## config.mk

```make
export PLATFORM = sky130hd
export DESIGN_NAME = axi_lite_cmd_master
export DESIGN_NICKNAME = d
export VERILOG_FILES = /design/src/rtl/axi_lite_pkg.sv /design/src/rtl/axi_lite_timeout_ctr.sv /design/src/rtl/axi_lite_cmd_master.sv
export SDC_FILE = /design/constraint.sdc
export NUM_CORES = 1
export LEC_CHECK = 0
export CAP_MARGIN = 40
export CORE_ASPECT_RATIO = 1.5
export CORE_UTILIZATION = 36
export DETAILED_ROUTE_END_ITERATION = 16
export PLACE_DENSITY = 0.76
export SLEW_MARGIN = 5
export SYNTH_ARGS = -nofsm -noshare
export SYNTH_HDL_FRONTEND = slang
export SYNTH_HIERARCHICAL = 1
export SYNTH_SLANG_ARGS = --single-unit
```

## constraint.sdc

```tcl
create_clock -name M_AXI_LITE_ACLK -period 1.9 [get_ports M_AXI_LITE_ACLK]
set_input_delay 0.38 -clock M_AXI_LITE_ACLK [delete_from_list [all_inputs] [get_ports M_AXI_LITE_ACLK]]
set_output_delay 0.38 -clock M_AXI_LITE_ACLK [all_outputs]
set_load 0.02 [all_outputs]
```

## src/rtl/axi_lite_pkg.sv

```systemverilog
// Shared types and helpers for the AXI4-Lite command master.
// State encoding, response codes and a constant clog2.
package axi_lite_pkg;

  typedef enum logic [2:0] {
    ST_IDLE    = 3'd0,
    ST_WR_REQ  = 3'd1,
    ST_WR_RESP = 3'd2,
    ST_RD_REQ  = 3'd3,
    ST_RD_RESP = 3'd4,
    ST_RSP     = 3'd5,
    ST_DRAIN   = 3'd6
  } state_t;

  localparam logic [1:0] RESP_OKAY   = 2'b00;
  localparam logic [1:0] RESP_SLVERR = 2'b10;
  localparam logic [1:0] RESP_DECERR = 2'b11;

  function automatic int clog2(
    input longint unsigned value
  );
    int r;
    r = 0;
    for (int i = 0; i < 64; i++) begin
      if ((64'd1 << i) < value) r = i + 1;
    end
    return r;
  endfunction

endpackage

```

## src/rtl/axi_lite_timeout_ctr.sv

```systemverilog
// Per-transaction timeout counter.
// Saturates at its limit so it never wraps; limit 0 disables expiry.
module axi_lite_timeout_ctr
  import axi_lite_pkg::*;
#(
  parameter int unsigned C_TIMEOUT_CYCLES = 1024
) (
  input  logic clk,
  input  logic rst_n,
  input  logic i_clear,
  input  logic i_enable,
  output logic o_expired
);

  localparam int CW_RAW = clog2(C_TIMEOUT_CYCLES + 1);
  localparam int CW = (CW_RAW < 1) ? 1 : CW_RAW;
  localparam bit EN = (C_TIMEOUT_CYCLES != 0);
  localparam logic [CW-1:0] LIMIT =
    EN ? CW'(C_TIMEOUT_CYCLES - 1) : '0;

  logic [CW-1:0] r_count;
  logic          w_at_limit;

  assign w_at_limit = (r_count == LIMIT);
  assign o_expired  = EN && w_at_limit;

  always_ff @(posedge clk or negedge rst_n) begin
    if (!rst_n) begin
      r_count <= '0;
    end else if (i_clear) begin
      r_count <= '0;
    end else if (i_enable && !w_at_limit) begin
      r_count <= r_count + CW'(1);
    end
  end

endmodule

```

## src/rtl/axi_lite_cmd_master.sv

```systemverilog
// AXI4-Lite master: one single-beat transaction per command,
// with timeout abort and drain of a late B/R response.
module axi_lite_cmd_master
  import axi_lite_pkg::*;
#(
  parameter int unsigned C_M_AXI_LITE_ADDR_WIDTH = 32,
  parameter int unsigned C_M_AXI_LITE_DATA_WIDTH = 32,
  parameter int unsigned C_TIMEOUT_CYCLES        = 1024,
  parameter logic [2:0]  C_PROT                  = 3'b000
) (
  input  logic M_AXI_LITE_ACLK,
  input  logic M_AXI_LITE_ARESETN,

  input  logic CMD_VALID,
  output logic CMD_READY,
  input  logic CMD_WRITE,
  input  logic [C_M_AXI_LITE_ADDR_WIDTH-1:0] CMD_ADDR,
  input  logic [C_M_AXI_LITE_DATA_WIDTH-1:0] CMD_WDATA,
  input  logic [C_M_AXI_LITE_DATA_WIDTH/8-1:0] CMD_WSTRB,

  output logic RSP_VALID,
  input  logic RSP_READY,
  output logic [C_M_AXI_LITE_DATA_WIDTH-1:0] RSP_RDATA,
  output logic [1:0] RSP_RESP,
  output logic RSP_TIMEOUT,
  output logic BUSY,

  output logic M_AXI_LITE_AWVALID,
  input  logic M_AXI_LITE_AWREADY,
  output logic [C_M_AXI_LITE_ADDR_WIDTH-1:0] M_AXI_LITE_AWADDR,
  output logic [2:0] M_AXI_LITE_AWPROT,

  output logic M_AXI_LITE_WVALID,
  input  logic M_AXI_LITE_WREADY,
  output logic [C_M_AXI_LITE_DATA_WIDTH-1:0] M_AXI_LITE_WDATA,
  output logic [C_M_AXI_LITE_DATA_WIDTH/8-1:0] M_AXI_LITE_WSTRB,

  input  logic M_AXI_LITE_BVALID,
  output logic M_AXI_LITE_BREADY,
  input  logic [1:0] M_AXI_LITE_BRESP,

  output logic M_AXI_LITE_ARVALID,
  input  logic M_AXI_LITE_ARREADY,
  output logic [C_M_AXI_LITE_ADDR_WIDTH-1:0] M_AXI_LITE_ARADDR,
  output logic [2:0] M_AXI_LITE_ARPROT,

  input  logic M_AXI_LITE_RVALID,
  output logic M_AXI_LITE_RREADY,
  input  logic [C_M_AXI_LITE_DATA_WIDTH-1:0] M_AXI_LITE_RDATA,
  input  logic [1:0] M_AXI_LITE_RRESP
);

  localparam int AW = C_M_AXI_LITE_ADDR_WIDTH;
  localparam int DW = C_M_AXI_LITE_DATA_WIDTH;
  localparam int SW = DW / 8;

  state_t r_state;
  state_t w_next;

  logic          r_cmd_ready;
  logic          r_awvalid;
  logic          r_wvalid;
  logic [AW-1:0] r_addr;
  logic [DW-1:0] r_wdata;
  logic [SW-1:0] r_wstrb;
  logic [DW-1:0] r_rdata;
  logic [1:0]    r_resp;
  logic          r_timeout;

  logic w_accept;
  logic w_aw_hs;
  logic w_w_hs;
  logic w_ar_hs;
  logic w_b_hs;
  logic w_r_hs;
  logic w_aw_pend;
  logic w_w_pend;
  logic w_bready;
  logic w_rready;
  logic w_arvalid;
  logic w_active;
  logic w_expired;
  logic w_tmo;

  assign w_accept  = CMD_VALID & r_cmd_ready;
  assign w_arvalid = (r_state == ST_RD_REQ);
  assign w_bready  = (r_state == ST_WR_RESP) |
                     (r_state == ST_DRAIN);
  assign w_rready  = (r_state == ST_RD_RESP) |
                     (r_state == ST_DRAIN);

  assign w_aw_hs   = r_awvalid & M_AXI_LITE_AWREADY;
  assign w_w_hs    = r_wvalid  & M_AXI_LITE_WREADY;
  assign w_ar_hs   = w_arvalid & M_AXI_LITE_ARREADY;
  assign w_b_hs    = w_bready  & M_AXI_LITE_BVALID;
  assign w_r_hs    = w_rready  & M_AXI_LITE_RVALID;
  assign w_aw_pend = r_awvalid & ~M_AXI_LITE_AWREADY;
  assign w_w_pend  = r_wvalid  & ~M_AXI_LITE_WREADY;

  assign w_active  = (r_state == ST_WR_REQ)  |
                     (r_state == ST_WR_RESP) |
                     (r_state == ST_RD_REQ)  |
                     (r_state == ST_RD_RESP);

  // A B/R handshake on the expiry cycle beats the timeout.
  assign w_tmo = w_expired & w_active & ~(w_b_hs | w_r_hs);

  axi_lite_timeout_ctr #(
    .C_TIMEOUT_CYCLES(C_TIMEOUT_CYCLES)
  ) u_tmo (
    .clk      (M_AXI_LITE_ACLK),
    .rst_n    (M_AXI_LITE_ARESETN),
    .i_clear  (w_accept),
    .i_enable (w_active),
    .o_expired(w_expired)
  );

  always_comb begin
    w_next = r_state;
    unique case (r_state)
      ST_IDLE: begin
        if (w_accept)
          w_next = CMD_WRITE ? ST_WR_REQ : ST_RD_REQ;
      end
      ST_WR_REQ: begin
        if (w_tmo)
          w_next = ST_RSP;
        else if (!w_aw_pend && !w_w_pend)
          w_next = ST_WR_RESP;
      end
      ST_WR_RESP: begin
        if (w_b_hs || w_tmo) w_next = ST_RSP;
      end
      ST_RD_REQ: begin
        if (w_tmo)
          w_next = ST_RSP;
        else if (w_ar_hs)
          w_next = ST_RD_RESP;
      end
      ST_RD_RESP: begin
        if (w_r_hs || w_tmo) w_next = ST_RSP;
      end
      ST_RSP: begin
        if (RSP_READY)
          w_next = r_timeout ? ST_DRAIN : ST_IDLE;
      end
      ST_DRAIN: begin
        if (w_b_hs || w_r_hs) w_next = ST_IDLE;
      end
      default: w_next = ST_IDLE;
    endcase
  end

  always_ff @(posedge M_AXI_LITE_ACLK or negedge M_AXI_LITE_ARESETN) begin
    if (!M_AXI_LITE_ARESETN) begin
      r_state <= ST_IDLE;
    end else begin
      r_state <= w_next;
    end
  end

  always_ff @(posedge M_AXI_LITE_ACLK or negedge M_AXI_LITE_ARESETN) begin
    if (!M_AXI_LITE_ARESETN) begin
      r_cmd_ready <= 1'b0;
      r_awvalid   <= 1'b0;
      r_wvalid    <= 1'b0;
      r_addr      <= '0;
      r_wdata     <= '0;
      r_wstrb     <= '0;
      r_rdata     <= '0;
      r_resp      <= RESP_OKAY;
      r_timeout   <= 1'b0;
    end else begin
      r_cmd_ready <= (w_next == ST_IDLE);
      if (w_accept) begin
        r_addr    <= CMD_ADDR;
        r_wdata   <= CMD_WDATA;
        r_wstrb   <= CMD_WSTRB;
        r_awvalid <= CMD_WRITE;
        r_wvalid  <= CMD_WRITE;
      end else begin
        if (w_aw_hs || w_tmo) r_awvalid <= 1'b0;
        if (w_w_hs  || w_tmo) r_wvalid  <= 1'b0;
      end
      if (w_b_hs && (r_state == ST_WR_RESP)) begin
        r_rdata   <= '0;
        r_resp    <= M_AXI_LITE_BRESP;
        r_timeout <= 1'b0;
      end else if (w_r_hs && (r_state == ST_RD_RESP)) begin
        r_rdata   <= M_AXI_LITE_RDATA;
        r_resp    <= M_AXI_LITE_RRESP;
        r_timeout <= 1'b0;
      end else if (w_tmo) begin
        r_rdata   <= '0;
        r_resp    <= RESP_SLVERR;
        r_timeout <= 1'b1;
      end
    end
  end

  assign CMD_READY          = r_cmd_ready;
  assign RSP_VALID          = (r_state == ST_RSP);
  assign RSP_RDATA          = r_rdata;
  assign RSP_RESP           = r_resp;
  assign RSP_TIMEOUT        = r_timeout;
  assign BUSY               = (r_state != ST_IDLE);

  assign M_AXI_LITE_AWVALID = r_awvalid;
  assign M_AXI_LITE_AWADDR  = r_addr;
  assign M_AXI_LITE_AWPROT  = C_PROT;
  assign M_AXI_LITE_WVALID  = r_wvalid;
  assign M_AXI_LITE_WDATA   = r_wdata;
  assign M_AXI_LITE_WSTRB   = r_wstrb;
  assign M_AXI_LITE_BREADY  = w_bready;
  assign M_AXI_LITE_ARVALID = w_arvalid;
  assign M_AXI_LITE_ARADDR  = r_addr;
  assign M_AXI_LITE_ARPROT  = C_PROT;
  assign M_AXI_LITE_RREADY  = w_rready;

endmodule
```

==> flow_summary_export.csv <==
group,metric,value,unit
logic_synthesis,ys_types,55,
logic_synthesis,synth_top_flop_cell,"dfrtp_1",
setup_path,critPathRequiredTime,2230,ps
setup_path,slowest_delay,390,ps
timing,setup_violations,0,
placement,preCtsSetupSlack,-98.3,ps
logic_synthesis,async_flop_share,100,%
outcome,outcome,"finished clean",
floorplanning,dieArea,15100,µm²
finish,layout_common_cells,"clkdlybuf4s50_1 (250), dfrtp_1 (117), mux2_2 (68)",
power,leakage,3.67,nW
floorplanning,initial_core_util,37.1,%
timing,period_share,96.8,%
finish,syn_to_final_growth,63.6,%
global_routing,grt-ovfl-total,0,
global_routing,grt_pass1_vias,4423,
finish,seq_area,3010,µm²
setup_path,reg2reg_depth,9,
power,power_frac_clock,21.5,%
floorplanning,die_h,150,µm
global_routing,grt_usage,20.0,%
clock_tree,clk_latency,400,ps
power,pwr-share-comb,49.8,%
placement,dp.cells,828,
finish,finalNetCount,771,
timing,holdWs,459,ps
drt,met2_wirelength,8.42,mm
placement,io_buffers,256,
drt,vias,4225,
finish,fin_util,60.7,%
setup_path,slowest_stage,"dfrtp_1",
drt,drt_iter0_markers,184,
placement,gp_congestion,0.886,
logic_synthesis,syn_inst,404,
drt,route.detailed.drc,0,
drt,highest_layer,"met4",
timing,timing.fmax,544,MHz
drt,wirelength_met1,5.30,mm
floorplanning,ioPinCount,263,
clock_tree,h-tree-depth,4,
logic_synthesis,avgSynthCellArea,13.0,µm²
worst_hold_path,holdCritPathClass,"primary input to asynchronous set/reset pin",
placement,dpl_cell_area,7930,µm²
setup_path,path_cells,"ha_2, and3_1, and3_4, buf_4, inv_1, nand2_1, a221oi_2, a21oi_1, nor3_2",
floorplanning,core-area,14100,µm²
drt,firstDrtPassIters,4,
logic_synthesis,synth-seq-cells,120,
setup_path,crit_start,"u_tmo/r_count[0]",
logic_synthesis,yosys_warnings,6,
drt,route.met3.wl,864,µm
power,seqPwrFrac,28.7,%
setup_path,worstPathArrival,2160,ps
finish,fillers,1148,
setup_path,r2r-start,"u_tmo/r_count[0]",
clock_tree,clock_sinks,120,
timing,period_minus_slack,1840,ps
power,ir_drop,707,µV
clock_tree,cts.clk_slew.worst_paths,60,ps
logic_synthesis,synth.area.top_cells,"dfrtp_1 (57%), mux2_2 (15%), buf_4 (5.7%)",
timing,tns,0,ps
clock_tree,clk_path_buf_depth,2,
floorplanning,num_rows,53,
global_routing,antenna_found_initial,0,
finish,layout-drive-gt1-share,22.7,%
clock_tree,cts_tree,"yes",
global_routing,grt_start_max_net_pins,45,
placement,dp_hpwl,11.2,mm
setup_path,crit_type,"register to register",
finish,fin_cells,861,
logic_synthesis,synth_top_area_share,57.3,%
flow_run,max_cap_viol_count,0,
drt,wl_per_cell,17.3,µm
setup_path,end_kind,"register",
timing,rsz0062_at_grt,"true",
finish,final_common_cell,"clkdlybuf4s50_1",
setup_path,start_kind,"register",
logic_synthesis,synth_area_leader_cell,"dfrtp_1",
global_routing,grt_pass1_wl,22.8,mm
logic_synthesis,synth.cell_area,5250,µm²
floorplanning,die_x,101,µm
power,p_int,9.93,mW
timing,finalHoldViolCount,0,
logic_synthesis,ys_seq_area_share,57.3,%
timing,maxSlewViolCount,0,
logic_synthesis,synth_edf_count,0,
power,p_switching,5.78,mW
drt,vias_per_cell,4.91,
timing,clock_skew,8.14,ps
finish,n_antenna_cell,0,
drt,wirelength,14.9,mm
drt,drtAntennaViolNets,0,
power,power,15.7,mW
clock_tree,clockRootBuffer,"clkbuf_16",
setup_path,path_max_fanout,5,
power,p_per_area,1830,nW/µm²
finish,fin_area,8580,µm²
clock_tree,cts-buffers-inserted,17,
finish,multi_input_area,1830,µm²
power,switching_share,36.8,%
timing,worst_slack,61.7,ps
cell families after synthesis:
| group | synth area share [%] |
|---|---|
| compound gates | 11.2 |
| xor+xnor | 0.167 |
| fa+ha+maj | 0.239 |
| buf+inv | 8.75 |
| flops | 57.3 |
| mux | 14.6 |
| other cells | 0.0715 |
| simple gates | 7.73 |
layer usage:
| metal | global-route usage, % | up-vias |
|---|---|---|
| met5 | 0 | - |
| met4 | 7.68 | 0 |
| met3 | 4.62 | 29 |
| met2 | 39.0 | 192 |
| met1 | 20.0 | 2077 |
| li1 | - | 1927 |
worst max-delay path: cells and delay by family, from the launching register on:
family | cells | cell delay, ps
AOI/OAI and AO/OA | 2 | 390
adders and majority gates | 1 | 210
buffers and inverters | 2 | 210
DFF | 1 | 390
and+or+nand+nor | 4 | 560
area by class of cell:
type,count,share of cell area [%]
multi-input cells,221,21.4
clock inverters,14,2.17
well taps,192,2.80
repair buffers,287,33.1
inverters,9,0.394
flip-flops and latches,120,35.0
clock buffers,18,5.12
final timing paths:
kind	slack (ps)	to
worst max-delay path	60	CMD_READY
worst min-delay path	460	M_AXI_LITE_ARADDR[13]
worst max register to register	60	CMD_READY
worst min register to register	500	RSP_RDATA[1]
max in group asynchronous	860	r_state[0]
min in group M_AXI_LITE_ACLK	500	RSP_RDATA[1]
Yosys cell counts (all sizes together) (2+ instances only):
master  number
dfrtp      120
mux2        68
buf         58
a22o        32
nand2       13
a21oi       10
inv          9
nor2         8
nand3        7
a31oi        6
and3         6
nor3         6
o21ai        6
a211oi       5
nand2b       5
nor2b        5
nand4        4
and4         3
a311oi       2
and2         2
and2b        2
nand3b       2
or3          2
power groups by stage:
| stage | clock [mW] | combinational, mW | sequential (mW) |
|---|---|---|---|
| 3_3_place_gp | 0 | 7.70 | 4.47 |
| 4_1_cts | 3.45 | 7.88 | 4.52 |
| 6_report | 3.38 | 7.82 | 4.51 |
| 3_5_place_dp | 0 | 7.86 | 4.54 |
| 2_1_floorplan | 0 | 3.12 | 5.73 |
| 5_1_grt | 3.58 | 8.26 | 4.65 |
registers in the layout, summed over array words and instances, names as in the netlist:
register            cells
CMD_READY               1
M_AXI_LITE_ARADDR      32
M_AXI_LITE_AWVALID      1
M_AXI_LITE_WDATA       32
M_AXI_LITE_WSTRB        4
M_AXI_LITE_WVALID       1
RSP_RDATA              32
RSP_RESP                2
RSP_TIMEOUT             1
r_state                 3
u_tmo/r_count          11
what timing repair did:
item	4_1_cts	5_1_grt
endpoints found under the setup margin	11	36
gates resized for setup	15	5
hold buffers	1	0
pin swaps	0	2
hold endpoints to repair	26	0
setup buffers	0	0
Note: power is estimated with default switching activity, not from simulation.
